<file path="src/rtl/recv_frame.sv">
// recv_frame: 8N1 UART receiver that assembles NBYTES bytes into one word.
// The first byte received lands in the least-significant byte of Data_out.
// Partial frames are dropped on a bad stop bit or on an over-long gap between bytes.
module recv_frame #(
  parameter int NBYTES       = 5,
  parameter int TIMEOUT_BITS = 20
) (
  input  logic                  sys_clk,
  input  logic                  rst,
  input  logic [2:0]            time_set,
  input  logic                  uart_rx,
  output logic [8*NBYTES-1:0]   Data_out,
  output logic                  frame_valid,
  output logic                  frame_err,
  output logic                  rx_busy
);

  localparam int CW = $clog2(NBYTES + 1);

  typedef enum logic [1:0] {IDLE, START, DATA, STOP} state_t;

  // Clocks per bit for each baud select; the unused codes fall back to 115200.
  function automatic logic [12:0] baud_div(input logic [2:0] ts);
    case (ts)
      3'd0:    baud_div = 13'd5208;
      3'd1:    baud_div = 13'd2604;
      3'd2:    baud_div = 13'd1302;
      3'd3:    baud_div = 13'd868;
      default: baud_div = 13'd434;
    endcase
  endfunction

  state_t               rx_state;
  logic                 rx_p0, rx_p1, rx_p2;
  logic [12:0]          div;
  logic [12:0]          bit_cnt;
  logic [2:0]           bit_idx;
  logic [7:0]           shreg;
  logic [8*NBYTES-1:0]  frame;
  logic [CW-1:0]        byte_cnt;
  logic [16:0]          gap;
  logic [16:0]          gap_lim;
  logic                 frame_done;
  logic                 fall;
  logic                 gap_hit;
  logic [12:0]          half_term;
  logic [12:0]          bit_term;

  assign fall      = ~rx_p1 & rx_p2;
  assign half_term = (div >> 1) - 13'd1;
  assign bit_term  = div - 13'd1;
  assign gap_lim   = 17'(TIMEOUT_BITS * int'(div));
  assign gap_hit   = (rx_state == IDLE) && (byte_cnt != '0) && (gap == gap_lim - 17'd1);
  assign rx_busy   = (rx_state != IDLE) || (byte_cnt != '0);

  // Two-flop synchroniser followed by one delay flop for falling-edge detection.
  always_ff @(posedge sys_clk) begin
    if (rst) begin
      rx_p0 <= 1'b1;
      rx_p1 <= 1'b1;
      rx_p2 <= 1'b1;
    end else begin
      rx_p0 <= uart_rx;
      rx_p1 <= rx_p0;
      rx_p2 <= rx_p1;
    end
  end

  // Byte state machine, frame assembly, inter-byte timeout and output pulses.
  always_ff @(posedge sys_clk) begin
    if (rst) begin
      rx_state    <= IDLE;
      div         <= 13'd434;
      bit_cnt     <= '0;
      bit_idx     <= '0;
      shreg       <= '0;
      frame       <= '0;
      byte_cnt    <= '0;
      gap         <= '0;
      frame_done  <= 1'b0;
      Data_out    <= '0;
      frame_valid <= 1'b0;
      frame_err   <= 1'b0;
    end else begin
      frame_valid <= 1'b0;
      frame_err   <= 1'b0;

      // --- frame publish stage: one clock after the last stop-bit sample
      if (frame_done) begin
        Data_out    <= frame;
        frame_valid <= 1'b1;
        frame_done  <= 1'b0;
      end

      // Gap counter only runs while idling inside a partial frame.
      if (rx_state != IDLE || byte_cnt == '0 || fall)
        gap <= '0;
      else
        gap <= gap + 17'd1;

      // Timeout is handled even if a start edge arrives the same cycle;
      // that new byte then becomes byte 0 of a fresh frame.
      if (gap_hit) begin
        byte_cnt  <= '0;
        frame_err <= 1'b1;
      end

      case (rx_state)
        IDLE: begin
          if (fall) begin
            rx_state <= START;
            bit_cnt  <= '0;
            bit_idx  <= '0;
            div      <= baud_div(time_set);
          end
        end
        START: begin
          if (bit_cnt >= half_term) begin
            bit_cnt  <= '0;
            rx_state <= rx_p1 ? IDLE : DATA;
          end else begin
            bit_cnt <= bit_cnt + 13'd1;
          end
        end
        DATA: begin
          if (bit_cnt >= bit_term) begin
            bit_cnt <= '0;
            shreg   <= {rx_p1, shreg[7:1]};
            bit_idx <= bit_idx + 3'd1;
            if (bit_idx == 3'd7)
              rx_state <= STOP;
          end else begin
            bit_cnt <= bit_cnt + 13'd1;
          end
        end
        STOP: begin
          if (bit_cnt >= bit_term) begin
            bit_cnt  <= '0;
            rx_state <= IDLE;
            if (rx_p1) begin
              frame <= {shreg, frame[8*NBYTES-1:8]};
              if (byte_cnt == CW'(NBYTES - 1)) begin
                byte_cnt   <= '0;
                frame_done <= 1'b1;
              end else begin
                byte_cnt <= byte_cnt + 1'b1;
              end
            end else begin
              byte_cnt  <= '0;
              frame_err <= 1'b1;
            end
          end else begin
            bit_cnt <= bit_cnt + 13'd1;
          end
        end
        default: rx_state <= IDLE;
      endcase
    end
  end

endmodule

</file>
<file path="config.mk">
export PLATFORM = sky130hd
export DESIGN_NAME = recv_frame
export DESIGN_NICKNAME = d
export VERILOG_FILES = /design/src/rtl/recv_frame.sv
export SDC_FILE = /design/constraint.sdc
export NUM_CORES = 1
export LEC_CHECK = 0
export CAP_MARGIN = 20
export CORE_AREA = 2 2 131 133
export DETAILED_ROUTE_END_ITERATION = 8
export DIE_AREA = 0 0 133 135
export HOLD_SLACK_MARGIN = 0.15
export PLACE_DENSITY_LB_ADDON = 0.12
export SLEW_MARGIN = 5
export SYNTH_ARGS = -nofsm -noshare
export SYNTH_HDL_FRONTEND = slang
export SYNTH_SLANG_ARGS = --single-unit
</file>
<file path="constraint.sdc">
create_clock -name sys_clk -period 5.35 [get_ports sys_clk]
set_clock_uncertainty 0.1 [all_clocks]
set_input_delay 0.8025 -clock sys_clk [delete_from_list [all_inputs] [get_ports sys_clk]]
set_output_delay 0.8025 -clock sys_clk [all_outputs]
set_load 0.05 [all_outputs]
</file>
==> metrics.txt <==
Req. time, crit path=~5.6 ns; Critical Path AT=4.51 ns; vias after detailed routing=just under 6000; Die ar.=about 18000 um2; cell count after synthesis=839; most frequent CP cell=nor4_1; Max-slew headroom=~45%; status=complete, no violations; post-synth net total=898; Synth top cells by count=144 x dfxtp_1, 111 x nand2_1, 105 x nor2_1; setup violators final=0; worst hold margin=0.3419 ns; cell count of the worst reg-to-reg path=14; Initial Util=roughly 44%; leak pwr=around 3.2 nW; Ports=49; Setup CP Type=reg -> reg; Max Cap Viol=0; routing usage on met3=under 10%; flop and latch count out of synthesis=between 100 and 150; CTS Buf Count=17; chip width=133 um; share of cells above drive strength 1=6.328%; top cell type's share of synthesized area=between 30% and 40%; Finished Cell Area=roughly 8600 um2; area of the mapped netlist=around 7300 um2; HP Class=reg -> reg; DR iter-0 viols=between 300 and 400; first-pass GRT wire length=28010 um; Hold Path Depth=1; Final Power=about 2.5 mW; final WL=roughly 17000 um; maximum VDD drop=about 260 uV; fmax=about 230 MHz; port bufs=48; CTS tree=built; Area after DPL=7938 um2; busiest metal layer after global routing=met2; power density over cell area=between 200 and 300 nW/um2; core area=between 15000 and 20000 um2; maximum fanout along the worst path=18; ant diodes=0; largest net degree at the start of global routing=81; fin crit period=between 4 and 5 ns; Crit path largest cell delay=about 0.73 ns; placed insts=approximately 1100; final hold vios=0; CTS sink cnt=144; Worst Tran Pin Value=~0.83 ns; worst reg-to-reg setup slack=between 1 and 1.5 ns; Reg clk slew, reported paths=roughly 0.060 ns; Seq/Total Area, Yosys=about two fifths; most common cell in the netlist=dfxtp_1; Final Cycle Share=between 80 and 90%; Syn-to-layout area delta=17.64%; GR Util met2=32.04%; PostCTS Resize Cnt=0; fin cells=around 1100; Yosys cell types=64; Setup crit start kind=flip-flop; RSZ-0062 raised after global routing=false; Hold Buf Count CTS=0; Synth Warn #=0; DRC viols=0; crit-path cells=nor4_1 > nand2_1 > nor4_1 > xnor2_1 > ha_1 > a21o_1 > a21oi_1 > and2_0 > a22oi_1 > a31oi_1 > nand4b_1 > o41ai_1 > a211oi_1 > a311oi_2; Slew Limit Fails=0; final core occ=between 50 and 60%; Final ANT Viol Nets=0; slowest CP cell=nand4b_1; async set-or-reset flop fraction in the synthesized netlist=0%; total track usage=19.21%; post-DP HPWL=about 12000 um; GR met1 Demand/Resource=around a quarter; dominant cells by area after synthesis=dfxtp_1 40%, ha_1 8.9%, mux2i_1 6.6%; total gr overflow=0; sum of negative setup slack=0 ns; syn_area_per_cell=~8.7 um2; first drt pass iteration count=4; vias in the first global route=5808; FP Rows=47; clock latency on the worst-skew pair=between 0.4 and 0.5 ns; final worst slack=roughly 1.1 ns; root buffer selected by CTS=clkbuf_16; Die Y=around 140 um; CP endpoint kind=flip-flop; ys flop type=dfxtp_1; number of fillers in the final layout=between 1000 and 1500; vias per cell=~5.4; worst slack at placement=1.125 ns; Nets=931; initial antenna violation count=0; drt wl/cell=between 10 and 15 um; cell taking the most area after synthesis=dfxtp_1; EDFF count, synth=0; routability cong.=between 0.8 and 0.9; Post-CTS Repair Setup Buffers=0; CTS max path bufs=2; H-tree Lvls=4
[cells in the final DEF (no fill, tap or decap), drive strengths merged, types with 11 or more instances in the layout]
master         Yosys  final
and3              11     11
dfxtp            144    144
nand4             12     12
xnor2             25     25
clkbuf            36     19
nor4              11     11
o21ai             13     13
nor3              24     24
mux2i             48     48
clkdlybuf4s50      0     47
ha                52     52
a21oi             64     64
inv               14     19
nand3             22     22
nor2             105    105
nand2            111    111
xor2              23     23
[flip-flops by register name, indices dropped and copies added, names as in the netlist, 3 cells and up, named ones only]
name      cells
bit_idx       3
byte_cnt      3
gap          17
div          12
bit_cnt      13
frame        40
Data_out     40
shreg         8
[worst paths after layout]
path                              from           to
worst max-delay path            div[3]  byte_cnt[2]
worst min-delay path             rx_p0        rx_p1
worst max register to register  div[3]  byte_cnt[2]
worst min register to register   rx_p0        rx_p1
[area by class of cell]
cell class                 count  area (um2)  area share, %
inverter                      14       52.55         0.6126
clock buffer                  19       442.9          5.163
multi-input combinational    641        4203          48.99
sequential                   144        2884          33.62
clock inverter                13       197.7          2.305
timing repair buffer          54       523.0          6.097
tap                          220       275.3          3.209
[layer usage]
layer,routed length (um),vias to the layer above
li1,-,3022
met1,7718,2811
met2,7810,116
met3,763,16
met4,264,0
met5,0,-
[worst max-delay path: cells and delay by family, from the launching register on]
family          cells  cell delay, ns
fa+ha+maj           1            0.31
xor+xnor            1            0.15
simple gates        5            1.72
flops               1            0.38
compound gates      7            1.52
[power breakdown]
group | internal [mW] | switching [mW] | total [mW]
logic | 0.0545 | 0.0905 | 0.145
registers | 1.08 | 0.0102 | 1.09
clock network | 0.803 | 0.485 | 1.29
total | 1.94 | 0.585 | 2.52
[cells by family (layout without fill, tap and decap cells)]
logic type,count (synthesis),count (layout),synth area share (%)
simple gates,344,344,22.07
compound gates,145,145,13.14
flops,144,144,39.53
buf+inv,54,100,2.831
fa+ha+maj,53,53,9.197
xor+xnor,50,50,6.486
mux,49,49,6.743
No activity file was read; power rests on OpenSTA's default activity.
==> RTL change 1 (same flow settings) <==
Change the parameter `NBYTES` from 5 to 6.
--- a/src/rtl/recv_frame.sv
+++ b/src/rtl/recv_frame.sv
@@ -4,3 +4,3 @@
 module recv_frame #(
-  parameter int NBYTES       = 5,
+  parameter int NBYTES       = 6,
   parameter int TIMEOUT_BITS = 20
Interface: changed (resized Data_out); port bits go from 49 to 57. The function was not compared with the original's and may differ.
==> RTL change 1 against the original RTL <==
Setup slack improved by 84 ps; power rose by 3.9%; routed wire length up 0.40%; area after synthesis is 8.8% higher; sequential cell count rose by 16; sequential power grew 10%; final area increased by 7.8%; combinational power is 15% higher; die area is the same; count of clock-buffer cells in the layout fell by 2; critical path type unchanged.
==> RTL change 1: results (changes against the original RTL) <==
Outcome
  – Status: finished clean (unchanged)

Global route
  – Vias in the first global route: 5821 (was 5808)
  – Initial antenna violation count: 0 (unchanged)
  – Largest net degree at the start of global routing: 69 (was 81)
  – First-pass GRT wire length: 28500 um (was 28000 um)
  – Total global-route track usage: 19.3% (was 19.2%)

Setup path
  – Largest stage delay, worst path: 540 ps (was 730 ps)
  – CP Max Fanout: 30 (was 18)
  – Arrival @ worst endpoint: 4380 ps (was 4510 ps)
  – Slowest stage cell, crit path: nand2_1 (was nand4b_1)

STA
  – Worst slew pin tran: 956 ps (was 827 ps)

Final layout
  – Share of layout cells above drive strength 1: 6.86% (was 6.33%)
  – Largest registers: Data_out: 48 flops, frame: 48 flops, gap: 17 flops (was Data_out: 40 flops, frame: 40 flops, gap: 17 flops)
  – Post-Layout Cell Count: 1182 (was 1105)
  – Layout Nets: 1006 (was 931)

Detailed routing
  – Wire per inst: 14.1 um (was 15.0 um)
  – Initial DRC Count: 384 (was 323)
  – Vias after detailed routing: 6176 (was 5965)

Yosys
  – Synth top cells by count: 160 x dfxtp_1, 133 x nand2_1, 125 x nor2_1 (was 144 x dfxtp_1, 111 x nand2_1, 105 x nor2_1)
  – Ranking of synthesized cells by area: dfxtp_1 40%, mux2i_1 8.1%, ha_1 7.9% (was dfxtp_1 40%, ha_1 8.9%, mux2i_1 6.6%)
  – Register area share after synthesis: 40.4% (was 39.5%)
  – Synth Net Count: 970 (was 898)
  – Cell variety after synth: 73 (was 64)
  – Post-synthesis instance total: 913 (was 839)

Clocking
  – CTS root buf: clkbuf_16 (unchanged)
  – Clock transition at path regs: 60 ps (about the same)

Placement
  – Post-DP HPWL: 11300 um (was 11800 um)
  – RePlAce Congestion: 0.823 (was 0.881)
  – DP Area: 8640 um2 (was 7940 um2)
  – PortBufs: 56 (was 48)

Pwr
  – Peak supply drop: 0.268 mV (was 0.262 mV)
  – Pleak: 3.29 nW (was 3.16 nW)
-- RTL change 1: per-layer routing --
metal  track usage, %  vias up  wire length (um)
met1             27.4     2850              8630
li1                 -     3240                 -
met2             29.7       70              7350
met5                0        -                 0
met4             5.32        0               210
met3             3.94       16               438
-- RTL change 1: final timing paths --
path                from  cells past startpoint       end  slack (ps)
setup / recovery  div[3]                     15  frame[0]        1150
hold / removal     rx_p0                      1     rx_p1         330
setup reg to reg  div[3]                     15  frame[0]        1150
hold reg to reg    rx_p0                      1     rx_p1         330
-- RTL change 1: kinds of logic (layout without fill, tap and decap cells) --
group                      after synthesis  count (layout)  share of synthesized area, %
and+or+nand+nor                        370             370                          21.5
DFF                                    160             160                          40.4
AOI/OAI and AO/OA                      149             149                          12.4
muxes                                   66              66                          8.36
buffers and inverters                   63             112                          3.08
xor gates and xnor gates                54              54                          6.15
adders and majority gates               51              51                          8.14
-- RTL change 1: final cells by class --
| cell class | count | area (um2) |
|---|---|---|
| tap | 220 | 275 |
| sequential | 160 | 3200 |
| timing repair buffer | 61 | 596 |
| clock inverter | 15 | 183 |
| fill | 1510 | 7160 |
| clock buffer | 17 | 425 |
| multi-input combinational | 690 | 4490 |
| inverter | 19 | 71.3 |
-- RTL change 1: through the flow --
stage | setup slack, ps | util (%) | total power, mW | hold WS (ps)
2_1_floorplan | 1920 | - | 1.36 | 289
3_3_place_gp | 1180 | 52.7 | 1.40 | 305
3_5_place_dp | 1150 | 52.7 | 1.40 | 296
4_1_cts | 1130 | 56.4 | 2.64 | 335
5_1_grt | 733 | 56.4 | 2.71 | 358
6_report | 1150 | 56.4 | 2.62 | 332
-- RTL change 1: power breakdown --
group | internal (mW) | total, mW | leakage [nW] | switching, mW
clock network | 0.740 | 1.25 | 0.292 | 0.507
registers | 1.20 | 1.20 | 1.29 | 0.00821
logic | 0.0655 | 0.167 | 1.71 | 0.102
==> RTL change 2 (same flow settings) <==
Made on the original files. Re-encode `state_t` (4 states) as one-hot, 4 bits wide.
--- a/src/rtl/recv_frame.sv
+++ b/src/rtl/recv_frame.sv
@@ -19,3 +19,3 @@
 
-  typedef enum logic [1:0] {IDLE, START, DATA, STOP} state_t;
+  typedef enum logic [3:0] {IDLE = 4'b0001, START = 4'b0010, DATA = 4'b0100, STOP = 4'b1000} state_t;
 
Formal check against the unedited RTL: same outputs for any inputs over 10 cycles, from zero or initial values and one cycle with rst high; not proved beyond that.
==> RTL change 2 against the original RTL <==
Setup slack better by 170 ps; area after synthesis rose by 3.2%; routed wire length down 2.2%; count of clock-buffer cells in the layout up 2; synthesized cell count rose by 6.3%; final area up 1.6%; sequential cell count grew 2; critical path depth shrank 1; critical endpoint unchanged; highest routed layer unchanged.
Power is not compared: it rests on default switching activity, and its combinational part moved more than twofold at a synthesized area within 25%.
==> RTL change 2: results (changes against the original RTL) <==
STA
  – Hold slack: 307 ps (was 342 ps)
  – Setup TNS: 0 ps (unchanged)
  – Slew margin rel.: 35.9% (was 44.8%)

Pwr
  – Logic pwr share: 27.2%
  – Power Clock: 1.13 mW
  – Pleak: 3.29 nW

Placement
  – PortBufs: 48 (unchanged)
  – Pre-CTS WS: 1300 ps (was 1120 ps)
  – Placed cells: 1121 (was 1073)
  – Post-DP HPWL: 11300 um (was 11800 um)
  – DP Area: 8150 um2 (was 7940 um2)
  – RePlAce Congestion: 0.895 (was 0.881)

Final layout
  – Post-Layout Cell Count: 1153 (was 1105)
  – Layout Nets: 979 (was 931)
  – Ant diodes: 0 (unchanged)
  – Fillers: 1534 (was 1480)
  – Share of layout cells above drive strength 1: 5.57% (was 6.33%)
  – Largest registers: Data_out: 40 flops, frame: 40 flops, gap: 17 flops (unchanged)

Global route
  – Largest net degree at the start of global routing: 94 (was 81)
  – First-pass GRT wire length: 27600 um (was 28000 um)
  – Initial antenna violation count: 0 (unchanged)
  – Vias in the first global route: 5506 (was 5808)
  – Total global-route track usage: 18.7% (was 19.2%)

Setup path
  – CP Max Fanout: 8 (was 18)
  – Largest stage delay, worst path: 700 ps (was 730 ps)
  – Crit Reg-Reg Endpoint: byte_cnt[2] (unchanged)
  – R2r setup slk: 1240 ps (was 1070 ps)
  – Reg2reg start: div[3] (unchanged)
  – R2R depth: 13 (was 14)
  – Arrival @ worst endpoint: 4280 ps (was 4510 ps)
  – Slowest stage cell, crit path: a2111oi_1 (was nand4b_1)

Detailed routing
  – Initial DRT Pass Iterations: 5 (was 4)
  – Post-DR vias/cell: 5.23 (was 5.40)
  – Initial DRC Count: 371 (was 323)
  – Routed wire length: 16200 um (was 16600 um)

Yosys
  – Register area share after synthesis: 38.8% (was 39.5%)
  – Post-synthesis instance total: 892 (was 839)
  – Synth Net Count: 951 (was 898)
  – Synth top cells by count: 146 x dfxtp_1, 127 x nand2_1, 108 x nor2_1 (was 144 x dfxtp_1, 111 x nand2_1, 105 x nor2_1)
  – Yosys warnings: 0 (unchanged)
  – Asr flop ratio synth: 0% (unchanged)
  – Ranking of synthesized cells by area: dfxtp_1 39%, ha_1 8.6%, mux2i_1 6.9% (was dfxtp_1 40%, ha_1 8.9%, mux2i_1 6.6%)

Min path
  – Class of the worst hold path: reg -> reg (unchanged)
  – Hold Startpoint: rx_p0 (unchanged)
  – WHS Path Cells: 1 (unchanged)

Clocking
  – # Post-CTS Setup Buffers: 0 (unchanged)
  – Clk_lat worst skew: 420 ps (about the same)
  – CTS root buf: clkbuf_16 (unchanged)
  – Clock transition at path regs: 60 ps (about the same)
  – Post-CTS Resized: 0 (unchanged)
  – Total CTS buffers: 17 (unchanged)
  – CTS max path bufs: 2 (unchanged)
  – H-tree levels: 4 (unchanged)

Outcome
  – Status: finished clean (unchanged)
-- RTL change 2: cell types whose count changed after synthesis, moves of 5 or more --
cell      change
xnor2_1       +9
nand2_1      +16
nand3_1       +8
inv_1         +6
nor3_1        -9
buf_1         +6
nand2b_1      -5
o21ai_0      +17
nor3b_1       +6
and2_1        +7
xor2_1        -6
o311ai_0      -6
-- RTL change 2: area by class of cell --
class,instances,area (um2),share of cell area (%)
Multi-Input combinational cell,682,4360,50.1
Timing Repair Buffer,53,515,5.92
Tap cell,220,275,3.16
Sequential cell,146,2920,33.6
Clock inverter,11,103,1.18
Clock buffer,21,460,5.28
Inverter,20,75.1,0.861
-- RTL change 2: layer usage --
layer	GRT usage, %	share of wire [%]
met4	5.56	1.1
met3	3.75	2.7
met1	27.2	53
met5	0	0
met2	28.1	43
-- RTL change 2: worst max-delay path, delay by kind of cell, from the launching register on --
family / cells / cell delay [ps]
AO/OA/AOI/OAI: 5 / 1490
adder cells (fa/ha/maj): 3 / 790
buffers and inverters: 1 / 50
flip-flops: 1 / 480
AND/OR/NAND/NOR: 4 / 1050
-- RTL change 2: worst max-delay path by stage --
stage | from | end | slack [ps] | cells past startpoint
2_1_floorplan | div[4] | byte_cnt[0] | 1850 | 13
3_3_place_gp | div[3] | byte_cnt[2] | 1420 | 13
3_5_place_dp | div[4] | byte_cnt[2] | 1300 | 13
4_1_cts | div[3] | byte_cnt[2] | 1280 | 13
5_1_grt | div[3] | byte_cnt[2] | 910 | 13
6_report | div[3] | byte_cnt[2] | 1240 | 13
-- RTL change 2: cell families after synthesis --
family	Yosys count	share of synthesized area, %
fa+ha+maj	53	8.91
simple gates	362	22.1
compound gates	163	13.9
mux	54	7.21
flops	146	38.8
xor+xnor	50	5.82
buf+inv	64	3.24
